==> src/rtl/mips_mc_pkg.sv <==
// -----------------------------------------------------------------------------
// mips_mc_pkg
//
// Shared definitions for the multi-cycle MIPS memory access path.
//   - DataWDefault : default data/address width
//   - OpMsb/OpLsb  : opcode field bounds inside the instruction word
//   - mc_state_e   : memory access FSM state type
//   - addr_misaligned() : word alignment test on the two address LSBs
// -----------------------------------------------------------------------------
package mips_mc_pkg;

  localparam int unsigned DataWDefault = 32;

  // Opcode field of the instruction word.
  localparam int unsigned OpMsb = 31;
  localparam int unsigned OpLsb = 26;
  localparam int unsigned OpW   = OpMsb - OpLsb + 1;

  typedef enum logic [1:0] {
    StIdle = 2'd0,
    StBusy = 2'd1,
    StDone = 2'd2
  } mc_state_e;

  // A word access is misaligned when either of the byte-offset bits is set.
  function automatic logic addr_misaligned(input logic [1:0] lsbs);
    return lsbs != 2'b00;
  endfunction

endpackage

==> src/rtl/mem_access_unit.sv <==
// -----------------------------------------------------------------------------
// mem_access_unit
//
// Bridges the multi-cycle MIPS control unit to an external memory with an
// acknowledge handshake. Each MemRead/MemWrite control state is stretched
// over IDLE -> BUSY (until mem_ack) -> DONE while stall holds the control
// unit's state register. Read data lands in ir (IRwrite=1) or mdr.
//
// Parameters
//   DATA_W      data and address width (>= 32, opcode sits in ir[31:26])
//
// Ports
//   clk, rst                 clock, synchronous active-high reset
//   mem_read, mem_write      control-unit MemRead / MemWrite
//   ior_d, ir_write          control-unit IorD / IRwrite
//   pc, alu_out, wdata       fetch address, data address, store data
//   stall                    holds the control-unit state register
//   ir, mdr, op              instruction register, data register, ir[31:26]
//   mem_req, mem_we          external request and write enable
//   mem_addr, mem_wdata      external request address and store data
//   mem_rdata, mem_ack       external response (ack valid only with mem_req)
//   align_err                one-cycle misalignment pulse
//
// Configuration
//   MEM_ALIGN_CHECK_EN defined : misaligned accesses are refused, align_err
//                                pulses and the control unit is released.
//   MEM_ALIGN_CHECK_EN undefined: address LSBs are forced to 00 and
//                                align_err is tied low.
// -----------------------------------------------------------------------------
module mem_access_unit
  import mips_mc_pkg::*;
#(
  parameter int unsigned DATA_W = DataWDefault
) (
  input  logic              clk,
  input  logic              rst,

  input  logic              mem_read,
  input  logic              mem_write,
  input  logic              ior_d,
  input  logic              ir_write,
  input  logic [DATA_W-1:0] pc,
  input  logic [DATA_W-1:0] alu_out,
  input  logic [DATA_W-1:0] wdata,

  output logic              stall,
  output logic [DATA_W-1:0] ir,
  output logic [DATA_W-1:0] mdr,
  output logic [OpW-1:0]    op,

  output logic              mem_req,
  output logic              mem_we,
  output logic [DATA_W-1:0] mem_addr,
  output logic [DATA_W-1:0] mem_wdata,
  input  logic [DATA_W-1:0] mem_rdata,
  input  logic              mem_ack,

  output logic              align_err
);

  mc_state_e         state_q;
  logic              access;
  logic [DATA_W-1:0] sel_addr;

  assign access   = mem_read | mem_write;
  assign sel_addr = ior_d ? alu_out : pc;

  // Released in DONE so the control unit advances exactly once per access.
  assign stall = access & (state_q != StDone);
  assign op    = ir[OpMsb:OpLsb];

`ifdef MEM_ALIGN_CHECK_EN
  logic align_err_q;
  assign align_err = align_err_q;
`else
  assign align_err = 1'b0;
`endif

  always_ff @(posedge clk) begin
    if (rst) begin
      state_q   <= StIdle;
      mem_req   <= 1'b0;
      mem_we    <= 1'b0;
      mem_addr  <= '0;
      mem_wdata <= '0;
      ir        <= '0;
      mdr       <= '0;
`ifdef MEM_ALIGN_CHECK_EN
      align_err_q <= 1'b0;
`endif
    end else begin
`ifdef MEM_ALIGN_CHECK_EN
      align_err_q <= 1'b0;
`endif
      case (state_q)
        StIdle: begin
          if (access) begin
`ifdef MEM_ALIGN_CHECK_EN
            if (addr_misaligned(sel_addr[1:0])) begin
              // Refuse the access: no request, just flag it and let the
              // control unit move on.
              align_err_q <= 1'b1;
              state_q     <= StDone;
            end else begin
              mem_addr  <= sel_addr;
              mem_we    <= mem_write;
              mem_wdata <= wdata;
              mem_req   <= 1'b1;
              state_q   <= StBusy;
            end
`else
            mem_addr  <= {sel_addr[DATA_W-1:2], 2'b00};
            // Write wins when both strobes are set.
            mem_we    <= mem_write;
            mem_wdata <= wdata;
            mem_req   <= 1'b1;
            state_q   <= StBusy;
`endif
          end
        end

        StBusy: begin
          if (mem_ack) begin
            // mem_we is the registered request type, so a read+write
            // request never captures data.
            if (!mem_we) begin
              if (ir_write) begin
                ir <= mem_rdata;
              end else begin
                mdr <= mem_rdata;
              end
            end
            mem_req <= 1'b0;
            mem_we  <= 1'b0;
            state_q <= StDone;
          end
        end

        StDone: begin
          state_q <= StIdle;
        end

        default: begin
          state_q <= StIdle;
          mem_req <= 1'b0;
          mem_we  <= 1'b0;
        end
      endcase
    end
  end

  // A request exists only while waiting for the acknowledge.
  a_req_only_busy: assert property (@(posedge clk) disable iff (rst)
    mem_req |-> (state_q == StBusy));

  // Request fields hold steady until the acknowledge.
  a_req_stable: assert property (@(posedge clk) disable iff (rst)
    (mem_req && !mem_ack) |=> ($stable(mem_addr) && $stable(mem_we) && $stable(mem_wdata)));

endmodule

==> config.mk <==
export PLATFORM = sky130hd
export DESIGN_NAME = mem_access_unit
export DESIGN_NICKNAME = d
export VERILOG_FILES = /design/src/rtl/mips_mc_pkg.sv /design/src/rtl/mem_access_unit.sv
export SDC_FILE = /design/constraint.sdc
export NUM_CORES = 1
export LEC_CHECK = 0
export CAP_MARGIN = 20
export CORE_UTILIZATION = 43
export DETAILED_ROUTE_END_ITERATION = 12
export PLACE_DENSITY = 0.89
export SLEW_MARGIN = 20
export SYNTH_ARGS = -nofsm -noshare
export SYNTH_HDL_FRONTEND = slang
export SYNTH_SLANG_ARGS = --single-unit
==> constraint.sdc <==
create_clock -name clk -period 3.2 [get_ports clk]
set_input_delay 0.32 -clock clk [delete_from_list [all_inputs] [get_ports clk]]
set_output_delay 0.32 -clock clk [all_outputs]
set_load 0.1 [all_outputs]
==> flow_summary.json <==
{
  "ys_ff_latch": 130,
  "antenna_found_initial": 0,
  "finClkSkew_ns": 0.00469,
  "total_power_mw": 5.54,
  "synth_area_leader_cell": "dfxtp_1",
  "grt_pass1_vias": 5136,
  "switching_share_pct": 32.9,
  "root_buffer": "clkbuf_16",
  "ys_dominant_reg_cell": "dfxtp_1",
  "intPower_mw": 3.72,
  "fp.coreArea_sq_mm": 0.0122,
  "crit_arrival_ns": 1.95,
  "yosysWarnings": 0,
  "routed_wl_microns": 16300,
  "drc": 0,
  "fin_crit_sh_pct": 71.1,
  "final.setup.tns_ns": 0,
  "crit_chain": "clkdlybuf4s50_1",
  "worst-path-buf-inv": 1,
  "outcome": "completed",
  "cts_tree": "done",
  "holdBufCountCts": 0,
  "relSlewSlack_pct": 31.1,
  "syn_area_per_cell_sq_um": 9.71,
  "diodes": 0,
  "p_comb_share_pct": 26.8,
  "rsz0062_at_grt": "no",
  "synth_cells": 561,
  "syn_area_sq_mm": 0.00545,
  "cts_buffers": 17,
  "peakVddDrop_mv": 0.365,
  "power.share.clock_pct": 41.1,
  "required_ns": 2.88,
  "place_ws_ns": 0.949,
  "synth.most_common_cell": "dfxtp_1",
  "port_buffers": 265,
  "post_cts_resized": 0,
  "cap_viol_max_count": 0,
  "place.gp.congestion": 0.742,
  "clk_pin_slew_worst_paths_ns": 0.06,
  "grt.total_usage_pct": 25.1,
  "start_util_pct": 44.8,
  "cts_buffer_depth": 2,
  "area_growth_pct": 61.4,
  "die_w_microns": 115,
  "grt_max_degree": 142,
  "register_area_sq_mm": 0.00260,
  "cts.sinks": 130,
  "worst_slack_ns": 0.926,
  "ios": 273,
  "vias": 5058,
  "fin_crit_ns": 2.27,
  "synth_area_leaders": "dfxtp_1, mux2i_1, nand2b_1",
  "postCtsSetupRepairBufs": 0,
  "synth_commonest_cells": "dfxtp_1, nand2b_1, mux2i_1",
  "final_hold_viol_count": 0,
  "hpwlAfterDp_microns": 11400,
  "power_frac_seq_pct": 32.1,
  "switchingPower_mw": 1.82,
  "dieArea_sq_mm": 0.0131,
  "synthArstFlopShare_pct": 0,
  "first_pass_iters": 5,
  "clock_latency_ns": 0.41,
  "slowest_stage": "clkdlybuf4s50_1",
  "hold_class": "reg2reg",
  "worst_pin_slew_ns": 1.03,
  "multiInputGateArea_sq_mm": 0.00256,
  "synth_top_area_share_pct": 47.8,
  "powerDensity_mw_per_mm2": 630,
  "leakagePower_nw": 3.43,
  "setup-violations-final": 0,
  "synth_edf_count": 0,
  "cp_max_fo": 2,
  "grt_pass1_wl_microns": 25400,
  "yosysSeqAreaShare_pct": 47.8,
  "slowest_delay_ns": 1.17,
  "rows": 40,
  "cp_top_family": "buffers and inverters",
  "nFillCells": 853,
  "worst_setup_path_start_kind": "flop",
  "wl_per_cell_microns": 16.7,
  "viasPerCell": 5.18,
  "die_h_microns": 115,
  "max_freq_mhz": 440,
  "htree_levels": 4,
  "crit_type": "reg2out",
  "drtIter0Drc": 313,
  "grt_overflow": 0,
  "cp-end-kind": "primary output",
  "final_layout_size_suffix_gt1_share_pct": 6.43,
  "synth_cell_types": 26,
  "fin_nets": 931,
  "detail-route-antenna-nets": 0,
  "final-max-slew-violation-count": 0
}
-- sequential cells by signal (all words and copies together), names as in the netlist --
name	count
ir	32
mdr	32
mem_addr	30
mem_req	1
mem_wdata	32
mem_we	1
state_q	2
-- layout by cell type (no fill, tap or decap), drive strengths merged, types with 2 or more instances in the layout --
cell type        n
a211oi          30
a21oi           65
buf             13
bufinv           7
clkbuf          18
clkdlybuf4s50  261
clkinv           4
clkinvlp         2
conb             3
dfxtp          130
inv              3
mux2i           94
nand2            3
nand2b          96
nand3           32
nor2             4
o21ai           33
or2              2
or3              2
-- cells by family (layout without fill, tap and decap cells) --
kind of cell	Yosys count	after routing	share of synthesized area [%]
other cells	1	3	0.0688
buf+inv	62	308	5.56
flops	130	130	47.8
mux	94	94	17.3
compound gates	130	130	13.4
simple gates	144	144	15.9
-- final timing paths --
kind                   start            end  slack, ns  cells past startpoint
setup / recovery      ir[19]         ir[19]       0.93                      1
hold / removal       mem_req        mem_req       0.46                      2
setup reg to reg  state_q[1]  mem_wdata[28]       1.19                      4
hold reg to reg      mem_req        mem_req       0.46                      2
-- cell type report --
class / count / share of cell area [%]
Clock buffer: 18 / 4.99
Clock inverter: 14 / 2.93
Inverter: 2 / 0.0854
Multi-Input combinational cell: 371 / 29.2
Sequential cell: 130 / 29.6
Tap cell: 168 / 2.39
Timing Repair Buffer: 274 / 30.8
-- stage by stage --
stage          util [%]  hold slack, ns  cells  cell area (sq um)
3_3_place_gp       66.5           0.452    945               8090
5_1_grt            72.3           0.462    977               8790
6_report           72.3           0.463    977               8790
4_1_cts            72.3           0.446    977               8790
2_1_floorplan         -           0.468    563               5460
3_5_place_dp       66.5           0.462    945               8090
-- per-layer routing --
layer / vias up / GRT usage, % / part of all wire, %
met4: 0 / 12.7 / 3.5
met1: 2357 / 26.0 / 38
met2: 250 / 45.3 / 50
met3: 39 / 8.26 / 8.4
li1: 2412 / - / -
met5: - / 0 / 0
-- power groups by stage --
stage | sequential [mW] | combinational (mW) | clock [mW]
finish | 1.78 | 1.49 | 2.28
global route | 1.79 | 1.54 | 2.38
CTS | 1.78 | 1.49 | 2.30
detailed placement | 1.81 | 1.48 | 0
global placement | 1.81 | 1.46 | 0
floorplan | 2.53 | 0.334 | 0
Note: power is estimated with default switching activity, not from simulation.
==> patch 1 (config.mk and constraints unchanged) <==
The option `MEM_ALIGN_CHECK_EN` is turned on by a define.
--- a/src/rtl/mem_access_unit.sv
+++ b/src/rtl/mem_access_unit.sv
@@ -28,4 +28,6 @@
 //                                align_err is tied low.
 // -----------------------------------------------------------------------------
+`define MEM_ALIGN_CHECK_EN
+
 module mem_access_unit
   import mips_mc_pkg::*;
Function: changed (a bounded check fails within 4 cycles, from zero or initial values and one cycle with rst high).
==> patch 1 against the original RTL <==
Power decreased by 16%. Sequential share of layout area grew 2.5 points. Critical path depth unchanged. Setup slack worse by 17 ps. First-iteration DRC count shrank 5.4%. Synthesized area fell by 8.5%. Wire length decreased by 2.7%. Synthesized cell count increased by 5.2%. Sequential cell count increased by 3. Non-clock buffer count is 4 higher. Global-route usage rose by 1.0 points. Cell area shrank 5.7%. Critical path type unchanged. Largest power group unchanged.
==> patch 1: results (changes against the original RTL) <==
| Metric | Value |
|---|---|
| Share of layout cells above drive strength 1 | 0.05896 (-0.005315) |
| Iter 0 DRT Violations | 296 (-5.4%) |
| Pin count of the biggest net entering global routing | 95 (-33%) |
| Placed Instance Area | 7682 um2 (-5.1%) |
| IO Port Bufs | 272 (+2.6%) |
| Lkg Pwr | 0.002948 uW (-14%) |
| Vias/cell | 5.194 (+0.33%) |
| Commonest cells in the netlist | nand2_1, dfxtp_1, a21oi_1 |
| Placed Instances | 956 (+1.2%) |
| Post-synth top area share | 0.5344 (+0.05668) |
| Placed wire-length estimate | 11,400 um (+0.33%) |
| GRT Total Usage | 0.2617 (+0.01049) |
| Nets@finish | 970 (+4.2%) |
| Via count | 5,132 (+1.5%) |
| Placement Setup Slack | 861.4 ps (-87.42 ps) |
| Number of global-route vias before repair | 4,830 (-6.0%) |
| Layout Skew | 8.035 ps (+3.345 ps) |
| Max VDD drop | 0.3857 mV (+5.8%) |
| Synth unique cells | 24 (-7.7%) |
| Post-CTS Setup Bufs | 0 (unchanged) |
| First-pass GRT wire length | 23,490 um (-7.5%) |
| Status | complete, no violations |
| Slew of the pin with the lowest slew margin | 1026 ps (-4.292 ps) |
| Crit-path max FO | 3 (+1) |
| Synth top area cells | dfxtp_1, nand2_1, a21oi_1 |
-- patch 1: cell count changes after synthesis, sizes merged, moves of 8 or more --
cell    unedited run  this run
nand2              3       192
nand2b            96         0
mux2i             94        30
a21oi             65        99
o21ai             33         1
nand3             32         1
nor2               4        35
clkbuf            31        23
-- patch 1: area by class of cell --
| type | count | area (um2) |
|---|---|---|
| fill | 749 | 2790 |
| multi-input combinational | 404 | 2069 |
| tap | 140 | 175.2 |
| inverter | 1 | 3.754 |
| clock inverter | 8 | 122.6 |
| timing repair buffer | 278 | 2773 |
| clock buffer | 24 | 481.7 |
| sequential | 133 | 2663 |
-- patch 1: per-layer routing --
layer / wire length (um) / track usage / part of all wire
met1: 5829 / 0.2660 / 0.37
met2: 8146 / 0.4739 / 0.51
met3: 1410 / 0.08654 / 0.089
met4: 487 / 0.1381 / 0.031
met5: 0 / 0 / 0
-- patch 1: path summary, 6_finish.rpt --
check             start      endpoint  slack [ps]  cells after the start
max              ir[31]         op[5]         910                      1
min              mdr[2]        mdr[2]         450                      2
max reg2reg  state_q[1]  mem_addr[21]        1410                      5
min reg2reg      mdr[2]        mdr[2]         450                      2
-- patch 1: cells by family (layout without fill, tap and decap cells) --
logic type / Yosys count / count (layout) / share of synthesized area
multiplexers: 30 / 30 / 0.06027
AND/OR/NAND/NOR: 240 / 240 / 0.1966
flip-flops: 133 / 133 / 0.5344
buffers and inverters: 53 / 311 / 0.05474
AO/OA/AOI/OAI: 134 / 134 / 0.1539
-- patch 1: power breakdown --
part           switching (uW)  leakage [uW]  internal [uW]
Combinational             635       0.00157            310
Clock                     683      0.000298           1290
Sequential               36.5       0.00108           1720
==> patch 2 (config.mk and constraints unchanged) <==
Without the edit above. Encoding of `mc_state_e`: now one-hot (3 bits for 3 states).
--- a/src/rtl/mips_mc_pkg.sv
+++ b/src/rtl/mips_mc_pkg.sv
@@ -17,8 +17,8 @@
   localparam int unsigned OpW   = OpMsb - OpLsb + 1;
 
-  typedef enum logic [1:0] {
-    StIdle = 2'd0,
-    StBusy = 2'd1,
-    StDone = 2'd2
+  typedef enum logic [2:0] {
+    StIdle = 3'b001,
+    StBusy = 3'b010,
+    StDone = 3'b100
   } mc_state_e;
 
Behaviour: same outputs for any inputs over 4 cycles, from zero or initial values and one cycle with rst high; so few cycles prove little.
==> patch 2 against the original RTL <==
Cell area is 5.7% higher. Synthesized area is 11% higher. Via count is 1.4% lower. Combinational power is 8% higher. Fmax is 0.63% lower. Setup slack worse by 14 ps. Count of clock-buffer cells in the layout is 6 higher. Die area is 11% higher. Sequential cell count is 1 higher. Power is 3.5% lower. Wire length is 4.5% lower. Largest cell class is now multi-input gates.
==> patch 2: results (changes against the original RTL) <==
| Metric | Value |
|---|---|
| Post-Syn Area per Cell | 10.11 um2 (+4.1%) |
| Placed Instances | 993 (+5.1%) |
| Crit-path max FO | 3 (+1) |
| DRT Pass-1 Iters | 4 (-1) |
| RD Place Congestion | 0.7778 (+4.8%) |
| Synth top area cells | dfxtp_1, nand2b_1, mux2i_1 |
| Placed Instance Area | 8696 um2 (+7.5%) |
| Hold WC Path Type | reg2reg |
| GRT Total Usage | 0.2231 (-0.02810) |
| Status | complete, no violations |
| Met3 global-route usage | 0.06981 (-0.01277) |
| Pin count of the biggest net entering global routing | 84 (-41%) |
| Synth unique cells | 33 (+27%) |
| Number of global-route vias before repair | 5,059 (-1.5%) |
| Crit share post-route | 0.7153 (+0.004523) |
| Post-Layout Cell Count | 1,025 (+4.9%) |
| Worst path arrival time | 1970 ps (+20 ps) |
| Met2 usage | 0.3678 (-0.08511) |
| Iter 0 DRT Violations | 175 (-44%) |
| Nets@finish | 971 (+4.3%) |
| Routed len/inst | 15.20 um (-9.0%) |
| Worst reg2reg setup slack | 1300 ps (+110 ps) |
| Post-synthesis sequential area ratio | 0.4346 (-0.04314) |
| Via count | 4,985 (-1.4%) |
| Placement Setup Slack | 994.4 ps (+45.56 ps) |
| First-pass GRT wire length | 25,350 um (-0.22%) |
| Placed wire-length estimate | 10,940 um (-3.7%) |
| Slew of the pin with the lowest slew margin | 1030 ps (-0.2445 ps) |
| Worst hold slack | 452.2 ps (-10.66 ps) |
| Max VDD drop | 0.3912 mV (+7.3%) |
| Layout Skew | 7.795 ps (+3.106 ps) |
| Grt met1 use | 0.2683 (+0.008280) |
| Lkg Pwr | 0.003585 uW (+4.4%) |
| Post-CTS Setup Bufs | 0 (unchanged) |
| Commonest cells in the netlist | nand2b_1, dfxtp_1, mux2i_1 |
| Share of layout cells above drive strength 1 | 0.1095 (+0.04526) |
[patch 2: cell types whose count changed in the layout (fill, tap and decap cells not counted), sizes merged, moves of 6 or more]
cell    delta
a21oi     -63
clkbuf     +6
inv       +28
mux2      +30
nand2b    +68
nand3     -31
nor4      +32
o21ai     -31
[patch 2: final timing paths]
kind | start | to | depth (start not counted)
worst max-delay path | ir[29] | ir[29] | 1
worst max register to register | state_q[2] | ir[27] | 4
worst min register to register | mem_addr[6] | mem_addr[6] | 2
worst min-delay path | mem_addr[6] | mem_addr[6] | 2
[patch 2: metal layers]
metal	share of wire	vias up	routed length, um
met3	0.070	26	1094
met1	0.43	2308	6633
li1	-	2485	-
met2	0.48	166	7506
met5	0	-	0
met4	0.022	0	347
[patch 2: cells by family (layout without fill, tap and decap cells)]
| family | Yosys count | count (layout) | share of synthesized area |
|---|---|---|---|
| and+or+nand+nor | 213 | 213 | 0.2225 |
| DFF | 131 | 131 | 0.4346 |
| AOI/OAI and AO/OA | 37 | 37 | 0.05453 |
| other | 1 | 3 | 0.0006214 |
| muxes | 126 | 126 | 0.2152 |
| buffers and inverters | 89 | 339 | 0.07257 |
[patch 2: power by group]
part	leakage, uW	internal (uW)	total, uW	switching, uW
Combinational	0.00222	504	1610	1100
Clock	0.000292	1250	1930	687
Sequential	0.00107	1740	1800	60.3
[patch 2: cell type report]
type,count,area [um2]
clock buffer,24,501.7
clock inverter,8,98.84
fill,1017,4156
inverter,31,116.4
multi-input combinational,379,2997
sequential,131,2623
tap,176,220.2
timing repair buffer,276,2740
